--- config.mk ---
export PLATFORM = sky130hd
export DESIGN_NAME = anton_neopixel_sequencer
export DESIGN_NICKNAME = d
export VERILOG_FILES = /design/src/rtl/anton_neopixel_sequencer_pkg.sv /design/src/rtl/anton_reset_timer.sv /design/src/rtl/anton_neopixel_sequencer.sv
export SDC_FILE = /design/constraint.sdc
export NUM_CORES = 1
export LEC_CHECK = 0
export ABC_AREA = 1
export CORE_MARGIN = 4
export CORE_UTILIZATION = 45
export CTS_BUF_LIST = sky130_fd_sc_hd__clkbuf_8
export DETAILED_ROUTE_END_ITERATION = 10
export PLACE_DENSITY = 0.66
export SETUP_SLACK_MARGIN = 0.2
export SKIP_LAST_GASP = 1
export SYNTH_ARGS = -nofsm -noshare
export SYNTH_HDL_FRONTEND = slang
export SYNTH_HIERARCHICAL = 1
export SYNTH_SLANG_ARGS = --single-unit
--- constraint.sdc ---
create_clock -name clk7mhz -period 2.4 [get_ports clk7mhz]
set_input_delay 0.36 -clock clk7mhz [delete_from_list [all_inputs] [get_ports clk7mhz]]
set_output_delay 0.36 -clock clk7mhz [all_outputs]
set_load 0.03 [all_outputs]
--- src/rtl/anton_neopixel_sequencer_pkg.sv ---
// Shared types and defaults for the NeoPixel timing sequencer.
// Imported by the sequencer top and its reset timer.
package anton_neopixel_sequencer_pkg;

  localparam int unsigned BUFFER_END_DEFAULT  = 255;
  localparam int unsigned RESET_DELAY_DEFAULT = 400;

  typedef enum logic {
    ST_RESET    = 1'b0,
    ST_TRANSMIT = 1'b1
  } seq_state_e;

  localparam logic [2:0] SLOT_LAST = 3'd7;
  localparam logic [4:0] BIT_LAST  = 5'd23;

endpackage

--- src/rtl/anton_reset_timer.sv ---
// Saturating latch-period counter: counts 0..RESET_DELAY-1 and holds.
// done is high while the counter sits at its saturated value.
module anton_reset_timer
  import anton_neopixel_sequencer_pkg::*;
#(
  parameter int unsigned RESET_DELAY = RESET_DELAY_DEFAULT
) (
  input  logic clk7mhz,
  input  logic rstn,
  input  logic clear,
  output logic done
);

  localparam int unsigned CW =
    (RESET_DELAY > 1) ? $clog2(RESET_DELAY) : 1;
  localparam logic [CW-1:0] CNT_MAX = CW'(RESET_DELAY - 1);
  localparam logic [CW-1:0] CNT_ONE = CW'(1);

  logic [CW-1:0] cnt_q;
  logic [CW-1:0] cnt_d;

  always_comb begin
    cnt_d = cnt_q;
    if (clear) begin
      cnt_d = '0;
    end else if (cnt_q != CNT_MAX) begin
      cnt_d = cnt_q + CNT_ONE;
    end
  end

  always_ff @(posedge clk7mhz or negedge rstn) begin
    if (!rstn) begin
      cnt_q <= '0;
    end else begin
      cnt_q <= cnt_d;
    end
  end

  assign done = (cnt_q == CNT_MAX);

endmodule

--- src/rtl/anton_neopixel_sequencer.sv ---
// Walks pixel/bit/slot indices for the NeoPixel serialiser and
// times the latch (RESET) gap between frames.
module anton_neopixel_sequencer
  import anton_neopixel_sequencer_pkg::*;
#(
  parameter int unsigned  BUFFER_END  = BUFFER_END_DEFAULT,
  parameter int unsigned  RESET_DELAY = RESET_DELAY_DEFAULT,
  localparam int unsigned BUFFER_BITS = $clog2(BUFFER_END + 1)
) (
  input  logic                   clk7mhz,
  input  logic                   rstn,
  input  logic                   regCtrlRun,
  input  logic                   regCtrlLoop,
  input  logic                   regCtrlInit,
  input  logic                   regCtrl32bit,
  input  logic [BUFFER_BITS-1:0] regMax,
  output logic                   state,
  output logic [BUFFER_BITS-1:0] pixelIndex,
  output logic [4:0]             pixelBitIndex,
  output logic [2:0]             bitPatternIndex,
  output logic                   frameDone,
  output logic                   busy
);

  localparam int unsigned BB = BUFFER_BITS;
  localparam logic [BB:0] END_EXT  = (BB+1)'(BUFFER_END);
  localparam logic [BB:0] PIX_ONE  = (BB+1)'(1);
  localparam logic [BB:0] PIX_FOUR = (BB+1)'(4);

  seq_state_e    state_q;
  seq_state_e    state_d;
  logic [BB-1:0] pix_q;
  logic [BB-1:0] pix_d;
  logic [4:0]    bit_q;
  logic [4:0]    bit_d;
  logic [2:0]    slot_q;
  logic [2:0]    slot_d;
  logic [BB-1:0] max_q;
  logic [BB-1:0] max_d;
  logic          wide_q;
  logic          wide_d;
  logic          pending_q;
  logic          pending_d;
  logic          busy_q;
  logic          busy_d;
  logic          frame_done_q;
  logic          frame_done_d;

  logic          timer_clear;
  logic          timer_done;
  logic          in_tx;
  logic          last_slot;
  logic          last_bit;
  logic          last_pix;
  logic          pix_ovf;
  logic          start;
  logic          frame_end;
  logic          tx_step;
  logic [BB:0]   pix_next;
  logic [BB-1:0] max_clamped;

  always_comb begin
    in_tx     = (state_q == ST_TRANSMIT);
    last_slot = (slot_q == SLOT_LAST);
    last_bit  = (bit_q == BIT_LAST);

    if (wide_q) begin
      pix_next = {1'b0, pix_q[BB-1:2], 2'b00} + PIX_FOUR;
    end else begin
      pix_next = {1'b0, pix_q} + PIX_ONE;
    end
    // A step past the buffer end ends the frame instead of wrapping.
    pix_ovf = (pix_next > END_EXT);

    if (wide_q) begin
      last_pix = (pix_q[BB-1:2] == max_q[BB-1:2]);
    end else begin
      last_pix = (pix_q == max_q);
    end

    if ({1'b0, regMax} > END_EXT) begin
      max_clamped = END_EXT[BB-1:0];
    end else begin
      max_clamped = regMax;
    end

    start = regCtrlRun && !in_tx && timer_done &&
            (regCtrlLoop || pending_q);
    frame_end = regCtrlRun && in_tx && last_slot &&
                last_bit && (last_pix || pix_ovf);
    tx_step = regCtrlRun && in_tx && !frame_end;

    timer_clear = !regCtrlRun || start || in_tx;
  end

  always_comb begin
    state_d      = state_q;
    pix_d        = pix_q;
    bit_d        = bit_q;
    slot_d       = slot_q;
    max_d        = max_q;
    wide_d       = wide_q;
    pending_d    = pending_q | regCtrlInit;
    busy_d       = busy_q;
    frame_done_d = 1'b0;

    unique case (1'b1)
      !regCtrlRun: begin
        state_d   = ST_RESET;
        pix_d     = '0;
        bit_d     = '0;
        slot_d    = '0;
        pending_d = 1'b0;
        busy_d    = 1'b0;
      end
      start: begin
        state_d   = ST_TRANSMIT;
        pix_d     = '0;
        bit_d     = '0;
        slot_d    = '0;
        wide_d    = regCtrl32bit;
        max_d     = max_clamped;
        pending_d = regCtrlInit;
        busy_d    = 1'b1;
      end
      frame_end: begin
        state_d      = ST_RESET;
        pix_d        = '0;
        bit_d        = '0;
        slot_d       = '0;
        busy_d       = 1'b1;
        frame_done_d = 1'b1;
      end
      tx_step: begin
        slot_d = slot_q + 3'd1;
        busy_d = 1'b1;
        if (last_slot) begin
          bit_d = last_bit ? 5'd0 : bit_q + 5'd1;
          if (last_bit) begin
            pix_d = pix_next[BB-1:0];
          end
        end
      end
      default: begin
        // Idle in RESET: busy ends with the latch period.
        busy_d = busy_q & ~timer_done;
      end
    endcase
  end

  always_ff @(posedge clk7mhz or negedge rstn) begin
    if (!rstn) begin
      state_q      <= ST_RESET;
      pix_q        <= '0;
      bit_q        <= '0;
      slot_q       <= '0;
      max_q        <= '0;
      wide_q       <= 1'b0;
      pending_q    <= 1'b0;
      busy_q       <= 1'b0;
      frame_done_q <= 1'b0;
    end else begin
      state_q      <= state_d;
      pix_q        <= pix_d;
      bit_q        <= bit_d;
      slot_q       <= slot_d;
      max_q        <= max_d;
      wide_q       <= wide_d;
      pending_q    <= pending_d;
      busy_q       <= busy_d;
      frame_done_q <= frame_done_d;
    end
  end

  anton_reset_timer #(
    .RESET_DELAY(RESET_DELAY)
  ) u_reset_timer (
    .clk7mhz(clk7mhz),
    .rstn   (rstn),
    .clear  (timer_clear),
    .done   (timer_done)
  );

  assign state           = state_q;
  assign pixelIndex      = pix_q;
  assign pixelBitIndex   = bit_q;
  assign bitPatternIndex = slot_q;
  assign frameDone       = frame_done_q;
  assign busy            = busy_q;

endmodule
; ---- After elaboration in Yosys (flattened, before gate mapping)
; Index checks and enable logic that the tools add are counted.
[word_totals]
regBits = 38
in_bits = 14
[op_classes]
n_mux = 15
n_lt_le_gt_ge = 1
eq_ne = 8
n_bitwise = 3
reduce_logical = 23
addsub = 5
[ops]
columns = cell, n
row1 = two-way mux 9 bit, 3
row2 = two-way mux 8 bit, 2
row3 = case mux 8 bit (2 select lines), 1
row4 = two-way mux 5 bit, 2
row5 = case mux 5 bit (2 select lines), 1
row6 = "adder 8 x 1 -> 9 bit, second input constant", 1
row7 = "adder 8 x 3 -> 9 bit, second input constant", 1
row8 = "adder 9 x 1 -> 9 bit, second input constant", 1
row9 = "equality test 9 bit, second input constant", 1
row10 = "greater-than comparator 9 x 8 -> 1 bit, second input constant", 1
row11 = "inequality test 9 bit, second input constant", 1
row12 = equality test 8 bit, 1
row13 = logical AND 1 bit, 8
row14 = equality test 6 bit, 1
row15 = case mux 1 bit (2 select lines), 3
row16 = case mux 3 bit (2 select lines), 1
row17 = nonzero test 2 bit, 3
row18 = OR reduction 3 bit, 2
row19 = "adder 5 x 1 -> 5 bit, second input constant", 1
row20 = "equality test 5 bit, second input constant", 1
row21 = logical OR 1 bit, 4
row22 = "inequality test 2 bit, second input constant", 2
row23 = "adder 3 x 1 -> 3 bit, second input constant", 1
row24 = "equality test 3 bit, second input constant", 1
row25 = other kinds (8), 11

; ---- Depth between registers and ports, before layout
; Gate-level depths: netlist of the first run.
[logic_depth]
ltp_word = 9
mapped_depth = 15
ltp_nobuf = 15

; ---- Modules after synthesis
; Netlist of the first run, hierarchy kept.
[by_module_without_submodules]
columns = mod, cells_per_inst, n_inst, area_each_um2
row1 = anton_neopixel_sequencer, 215, 1, 1636.6
row2 = anton_reset_timer, 66, 1, 498.0

; ---- Worst setup path before layout of the first run
; No wires, ideal clock.
[synth_path]
path_type = register -> register
start = reg u_reset_timer.cnt_q[0]
end = reg pix_q[5] (netlist: pixelIndex[5])
setup_ns = 0.072
t_arrival_ns = 1.795
stages_incl_launch_ff = 15
required_ns = 2.328
setup_slack_ns = 0.533
path_cell_list = dfrtp_1 > ha_1 > nand2_2 > nor2_1 > nand4_2 > inv_1 > nand2_1 > clkinv_1 > o21ai_2 > nand2_2 > o21ai_4 > nor2_8 > nand2_2 > xor2_1 > nor2_1
[synth_between]
elab_chain_cells = 6
word_cells_on_any_way = 7
cone_classes = eq/ne (1) / mux (1) / reduce/logical (5)
[synth_lines]
columns = item, line_no
row1 = start: declaration, anton_reset_timer.sv:19  ; logic [CW-1:0] cnt_q;
row2 = start signal: assignment, anton_reset_timer.sv:35  ; cnt_q <= cnt_d;
row3 = equality test 9 bit *, anton_reset_timer.sv:39  ; assign done = (cnt_q == CNT_MAX);
row4 = via timer_done, anton_neopixel_sequencer.sv:50  ; logic timer_done;
row5 = logical AND 1 bit * (2 in a row), anton_neopixel_sequencer.sv:87  ; start = regCtrlRun && !in_tx && timer_done &&
row6 = OR reduction 3 bit (no source line) *, n/a
row7 = nonzero test 2 bit (no source line), n/a
row8 = AND reduction 3 bit (no source line), n/a
row9 = end signal: assignment, anton_neopixel_sequencer.sv:164  ; pix_q <= pix_d;
row10 = end: declaration, anton_neopixel_sequencer.sv:32  ; logic [BB-1:0] pix_q;
; The timed path passes the listed nets; every way through them passes the cells marked *.
; A chain may end at the register's enable or synchronous reset.

; ---- Worst setup path in the final report of the first run
; Ends and elaborated chain as after synthesis.

==> results of run 1 <==
-- power by group through the flow --
stage / Combinational [mW] / Sequential, mW / Clock (mW)
after floorplan: 0.0339 / 0.672 / 0
after global placement: 0.0859 / 0.669 / 0
after detailed placement: 0.0864 / 0.669 / 0
after CTS: 0.0868 / 0.656 / 0.462
after global routing: 0.102 / 0.657 / 0.495
final: 0.0907 / 0.656 / 0.445
-- layout make-up --
class / instances / area [um2] / share of cell area, %
Tap cell: 52 / 65.1 / 2.47
Timing Repair Buffer: 37 / 353 / 13.4
Sequential cell: 38 / 951 / 36.1
Multi-Input combinational cell: 200 / 1020 / 38.7
Clock buffer: 6 / 82.6 / 3.13
Clock inverter: 2 / 8.76 / 0.332
Inverter: 41 / 156 / 5.94
-- cell usage in the layout, fill, tap and decap left out, drive strengths merged --
master and count:
a21oi 10, clkinv 3, inv 40, ha 6
o211ai 1, clkbuf 6, dfrtp 38, o21ai 18
nand2 101, a31oi 1, xnor2 1, nor2 37
nand4 11, xor2 2, nor4 1, buf 6
nand3 10, clkdlybuf4s50 31, nand3b 1
-- through the flow --
step	util (%)	setup slack [ns]	cells	total power [mW]	area, um2
floorplan	-	0.533	281	0.706	2130
global placement	56.0	0.268	364	0.755	2510
detailed placement	56.0	0.225	364	0.755	2510
CTS	58.1	0.255	372	1.21	2600
global route	58.9	0.194	376	1.25	2640
finish	58.9	0.427	376	1.19	2640
-- routing by layer --
layer,share of wire [%],vias up,track usage [%]
met5,0,-,0
met4,1.2,0,4.71
met3,4.2,6,3.98
met2,45,32,24.6
met1,50,814,22.1
li1,-,968,-
-- flip-flops by register name, summed over array words and instances, names as in the netlist --
register	cells
state	1
pixelIndex	8
max_q	8
wide_q	1
bitPatternIndex	3
u_reset_timer/cnt_q	9
pending_q	1
frameDone	1
busy	1
pixelBitIndex	5
-- cells by family after synthesis --
kind of cell,after synthesis,synth area share [%]
xor gates and xnor gates,3,1.23
AOI/OAI and AO/OA,30,8.44
and+or+nand+nor,161,34.2
adders and majority gates,6,3.52
DFF,38,44.5
buffers and inverters,43,8.09
-- timing repair --
item | 4_1_cts | 5_1_grt
endpoints found under the setup margin | 0 | 18
buffers inserted | 0 | 4
gates resized for setup | 0 | 2
hold buffers | 0 | 0
-- worst paths after layout --
| path | from | to | cells past startpoint | slack (ns) |
|---|---|---|---|---|
| worst max-delay path | u_reset_timer/cnt_q[0]$_DFFE_PN0P_ | pixelIndex[5]$_DFFE_PN0P_ | 14 | 0.43 |
| min in group clk7mhz | max_q[5]$_DFFE_PN0P_ | max_q[5]$_DFFE_PN0P_ | 2 | 0.50 |
| worst min register to register | max_q[5]$_DFFE_PN0P_ | max_q[5]$_DFFE_PN0P_ | 2 | 0.50 |
| worst min-delay path | rstn | u_reset_timer/cnt_q[6]$_DFFE_PN0P_ | 1 | 0.15 |
| worst max register to register | u_reset_timer/cnt_q[0]$_DFFE_PN0P_ | pixelIndex[5]$_DFFE_PN0P_ | 14 | 0.43 |
| max in group asynchronous | rstn | max_q[3]$_DFFE_PN0P_ | 1 | 1.74 |
-- worst max-delay path: stages (launching register included) --
cell	delay, ns
dfrtp_1	0.38
ha_2	0.22
nand2_2	0.07
nor2_1	0.11
nand4_2	0.13
inv_1	0.11
nand2_1	0.06
clkinv_1	0.06
o21ai_2	0.08
nand2_4	0.12
o21ai_4	0.12
nor2_8	0.15
nand2_2	0.06
xor2_1	0.13
nor2_1	0.05
==> run summary, run 1 <==
Status: finished clean
CTS Root Cell: clkbuf_8
CP required: 2.57 ns
Grt ovf: 0
Total iterations of the first detailed-routing run: 4
Fillers: 417
Synth async-reset ratio: 100%
Distinct cells, synth: 30
Syn_nets: 301
P&R area growth vs syn: 23.4%
Drt drc: 0
Core Area: 4470 um2
Die width: 76.9 um
Number of global-route vias before repair: 1710
Vias: 1820
Final setup fails: 0
Count of final hold-check violations: 0
Sw Pwr: 0.276 mW
Top cell type's share of synthesized area: 44.5%
Slew @ Worst Pin: 0.801 ns
Cell taking the most area after synthesis: dfrtp_1
Iter 0 DRT Violations: 89
WS Path Type: flop to flop
Number of synthesized flops with an enable pin: 0
Crit path time final: 1.97 ns
H-tree Lvls: 2
FMAX: 0.507 GHz
Worst hold-check path type: input port to async pin
Pleak: 1.30 nW
Crit Path Max Fanout: 7
Setup TNS: 0 ns
Antenna Cells: 0
Initial Util: 47.7%
Worst vdd ir: 0.000251 V
Max-Cap Viols: 0
Primary FF master, synth: dfrtp_1
Comb power frac: 7.6%
Max-slew violations: 0
Post-Syn Area: 2130 um2
Clock share of power: 37.3%
Wire per inst: 11.5 um
Worst hold slack: 0.153 ns
Top post-synthesis cells by count: 92 x nand2_1, 38 x dfrtp_1, 37 x inv_1
Synth area leaders: dfrtp_1 45%, nand2_1 16%, inv_1 6.5%, nor2_1 5.1%, ha_1 3.5%
Share of layout cells above drive strength 1: 12.0%
CTS tree: built
PwrDens: 452 nW/um2
Nets@finish: 343
Layout Skew: 0.00651 ns
Max clock buf depth: 2
Rel. slew slack: 46.6%
Seq cells post-synth: 38
DIE AREA: 5910 um2
Total CTS buffers: 5
CTS clk-pin slew, worst paths: 0.07 ns
Flop pwr share: 55.1%
Global-route wire length before repair: 7660 um
Synth Area per Inst: 7.60 um2
Synth warn: 6
RSZ-0062 raised after global routing: no
Vias/cell: 4.84
Clk_lat worst skew: 0.29 ns
Site Rows: 24
Sw Ratio: 23.2%
# IOs: 33
CP Data Arrival Time: 2.15 ns
Sequential area share after synthesis: 44.5%
Total GRT Usage: 15.9%
Routed WL: 4340 um
Clock Sinks: 38
Pint: 0.915 mW
Hpwl dp: 3240 um
Final Cycle Share: 82.2%
Post-route antenna net violation count: 0
Largest net degree at the start of global routing: 39
Number of port buffers: 32
Final GP Congestion: 0.816
Syn Inst Count: 281
Crit. End Element: flop
Critical path startpoint category: flop
Most frequent cell after synthesis: nand2_1
Die height: 76.9 um
Antenna violations before repair: 0
Note: power is estimated with default switching activity, not from simulation.
==> inputs of run 2 (changes only) <==
==> constraint.sdc (replaced) <==
create_clock -name clk7mhz -period 1.96 [get_ports clk7mhz]
set_input_delay 0.294 -clock clk7mhz [delete_from_list [all_inputs] [get_ports clk7mhz]]
set_output_delay 0.294 -clock clk7mhz [all_outputs]
set_load 0.03 [all_outputs]
==> run 2 against run 1 <==
  * Global-route usage is 1.1 points higher
  * Combinational power is 66% higher
  * Non-clock buffer count is 21 higher
  * Sequential share of layout area is 3.1 points lower
  * Critical path type unchanged
  * Critical endpoint is now pixelBitIndex[0]$_DFFE_PN0P_
  * Largest cell class unchanged
==> run summary, run 2 (synthesized netlist as in run 1, its figures left out) <==
Number of port buffers: 32 (unchanged)
Crit path time final: 1.82 ns (-0.155 ns)
Critical path cell sequence: ha_2 -> nand2_2 -> nor2_2 -> nand4_2 -> inv_2 -> nand2_2 -> clkinv_2 -> o21ai_4 -> nand2_4 -> o21ai_4 -> buf_4 -> buf_4 -> a21oi_1 -> a21oi_1
RSZ-0062 raised after global routing: yes
Share of layout cells above drive strength 1: 22.3% (+10 points)
Final GP Congestion: 0.831 (+1.9%)
R2R Path End: pixelBitIndex[0]$_DFFE_PN0P_
Max reg flops: 9 (unchanged)
Core Area: 4470 um2 (unchanged)
Global-route wire length before repair: 8030 um (+4.9%)
Most flop-heavy register: u_reset_timer/cnt_q
Most frequent cells in the layout: 90 x nand2_1, 36 x dfrtp_1, 34 x inv_1
Crit. End Element: flop
Fillers: 375 (-10%)
Max stage delay cell, worst path: dfrtp_1
Count of final hold-check violations: 0 (unchanged)
Routed WL: 5080 um (+17%)
FF-to-FF setup slack: 0.14 ns (-0.29 ns)
CTS clk-pin slew, worst paths: 0.08 ns (about the same)
Worst path top cell family by delay: buffers and inverters
Largest net degree at the start of global routing: 39 (unchanged)
Area of the multi-input gates: 1070 um2 (+5.0%)
Post-cts hold buffer count: 0 (unchanged)
Dpl cells: 372 (+2.2%)
WP buf/inv: 4 (+2)
CP Data Arrival Time: 2.01 ns (-0.14 ns)
Clk_lat worst skew: 0.30 ns (about the same)
Pleak: 1.51 nW (+16%)
Worst hold-check path type: input port to async pin
Most common cell after layout, fill and taps aside: nand2_1
Iter 0 DRT Violations: 119 (+34%)
Final core occ: 64.6% (+5.7 points)
Clock Sinks: 38 (unchanged)
P&R area growth vs syn: 35.4%
FMAX: 0.550 GHz (+8.5%)
CP required: 2.15 ns (-0.42 ns)
Status: finished clean
Layout Skew: 0.0123 ns (+0.00581 ns)
Final Cycle Share: 92.8% (+11 points)
CTS Root Cell: clkbuf_8
Wire per inst: 12.8 um (+11%)
Launching point of the worst reg2reg path: u_reset_timer/cnt_q[1]$_DFFE_PN0P_
DIE AREA: 5910 um2 (unchanged)
Drt drc: 0 (unchanged)
Max-Cap Viols: 0 (unchanged)
Slew @ Worst Pin: 0.491 ns (-0.310 ns)
Crit Path Max Fanout: 4 (-3)
Setup TNS: 0 ns (unchanged)
Antenna violations before repair: 0 (unchanged)
Crit-path max cell delay: 0.37 ns (about the same)
Total GRT Usage: 17.0% (+1.1 points)
Critical path startpoint category: flop
Final setup fails: 0 (unchanged)
PwrDens: 559 nW/um2 (+24%)
Antenna Cells: 0 (unchanged)
Site Rows: 24 (unchanged)
Vias: 1970 (+8.2%)
Die height: 76.9 um (unchanged)
Initial Util: 47.7% (unchanged)
Finished Layout Cells: 398 (+5.9%)
Rel. slew slack: 67.3% (+21 points)
Grt ovf: 0 (unchanged)
Worst vdd ir: 0.000335 V (+33%)
Post-route antenna net violation count: 0 (unchanged)
CTS tree: built
Total CTS buffers: 5 (unchanged)
# IOs: 33 (unchanged)
R2R depth: 14 (unchanged)
Number of global-route vias before repair: 1778 (+4.0%)
Register area: 953 um2 (+0.26%)
Hpwl dp: 3310 um (+2.4%)
WS Path Type: flop to flop
Worst hold slack: 0.0315 ns (-0.122 ns)
Nets@finish: 365 (+6.4%)
H-tree Lvls: 2 (unchanged)
Total iterations of the first detailed-routing run: 4 (unchanged)
Max-slew violations: 0 (unchanged)
Max clock buf depth: 2 (unchanged)
Vias/cell: 4.95 (+2.3%)
Die width: 76.9 um (unchanged)
-- run 2: worst max path at each step --
| stage | cells past startpoint | slack, ns | endpoint | startpoint |
|---|---|---|---|---|
| after global routing | 14 | 0.002 | pixelIndex[5]$_DFFE_PN0P_ | u_reset_timer/cnt_q[1]$_DFFE_PN0P_ |
| after global placement | 9 | 0.13 | pixelIndex[2]$_DFFE_PN0P_ | regCtrlRun |
| after detailed placement | 14 | 0.09 | pixelIndex[5]$_DFFE_PN0P_ | u_reset_timer/cnt_q[1]$_DFFE_PN0P_ |
| final | 14 | 0.14 | pixelBitIndex[0]$_DFFE_PN0P_ | u_reset_timer/cnt_q[1]$_DFFE_PN0P_ |
| after floorplan | 14 | 0.14 | pixelIndex[5]$_DFFE_PN0P_ | u_reset_timer/cnt_q[0]$_DFFE_PN0P_ |
| after CTS | 14 | 0.20 | pixelIndex[5]$_DFFE_PN0P_ | u_reset_timer/cnt_q[1]$_DFFE_PN0P_ |
-- run 2: per-stage QoR --
step | total power, mW | worst slack (ns) | area, um2
floorplan | 0.867 | 0.144 | 2150
global placement | 0.930 | 0.125 | 2580
detailed placement | 0.930 | 0.0869 | 2580
CTS | 1.60 | 0.200 | 2730
global route | 1.69 | 0.00176 | 2890
finish | 1.61 | 0.142 | 2890
-- run 2: power breakdown --
part	leakage [nW]	total [mW]	switching (mW)	internal (mW)
registers	0.480	0.803	0.00991	0.793
clock network	0.0579	0.660	0.286	0.375
logic	0.970	0.151	0.0779	0.0735
total	1.51	1.61	0.373	1.24
-- run 2: repair_timing --
action	in CTS	in global routing
buffers inserted	5	12
endpoints found under the hold margin	0	0
endpoints found under the setup margin	19	39
cloned	0	1
gates resized for setup	5	25
pin swaps	1	6
-- run 2: layout make-up --
class                           count  area share [%]
Clock inverter                      3            1.39
Multi-Input combinational cell    200            37.0
Clock buffer                        5            2.38
Tap cell                           52            2.25
Inverter                           41            5.63
Timing Repair inverter              1           0.216
Sequential cell                    38            33.0
Timing Repair Buffer               58            18.1
-- run 2: per-layer routing --
| metal | vias to the layer above | wire (um) | part of all wire [%] | global-route usage, % |
|---|---|---|---|---|
| met1 | 909 | 2320 | 46 | 21.7 |
| met5 | - | 0 | 0 | 0 |
| li1 | 1011 | - | - | - |
| met3 | 7 | 206 | 4.1 | 4.68 |
| met4 | 0 | 65 | 1.3 | 4.89 |
| met2 | 43 | 2490 | 49 | 28.1 |
-- run 2: worst reg2reg max path: cells and delay by family (launching register included) --
family,cells,cell delay [ns]
buffers and inverters,4,0.42
and+or+nand+nor,5,0.39
DFF,1,0.37
AOI/OAI and AO/OA,4,0.33
adders and majority gates,1,0.20
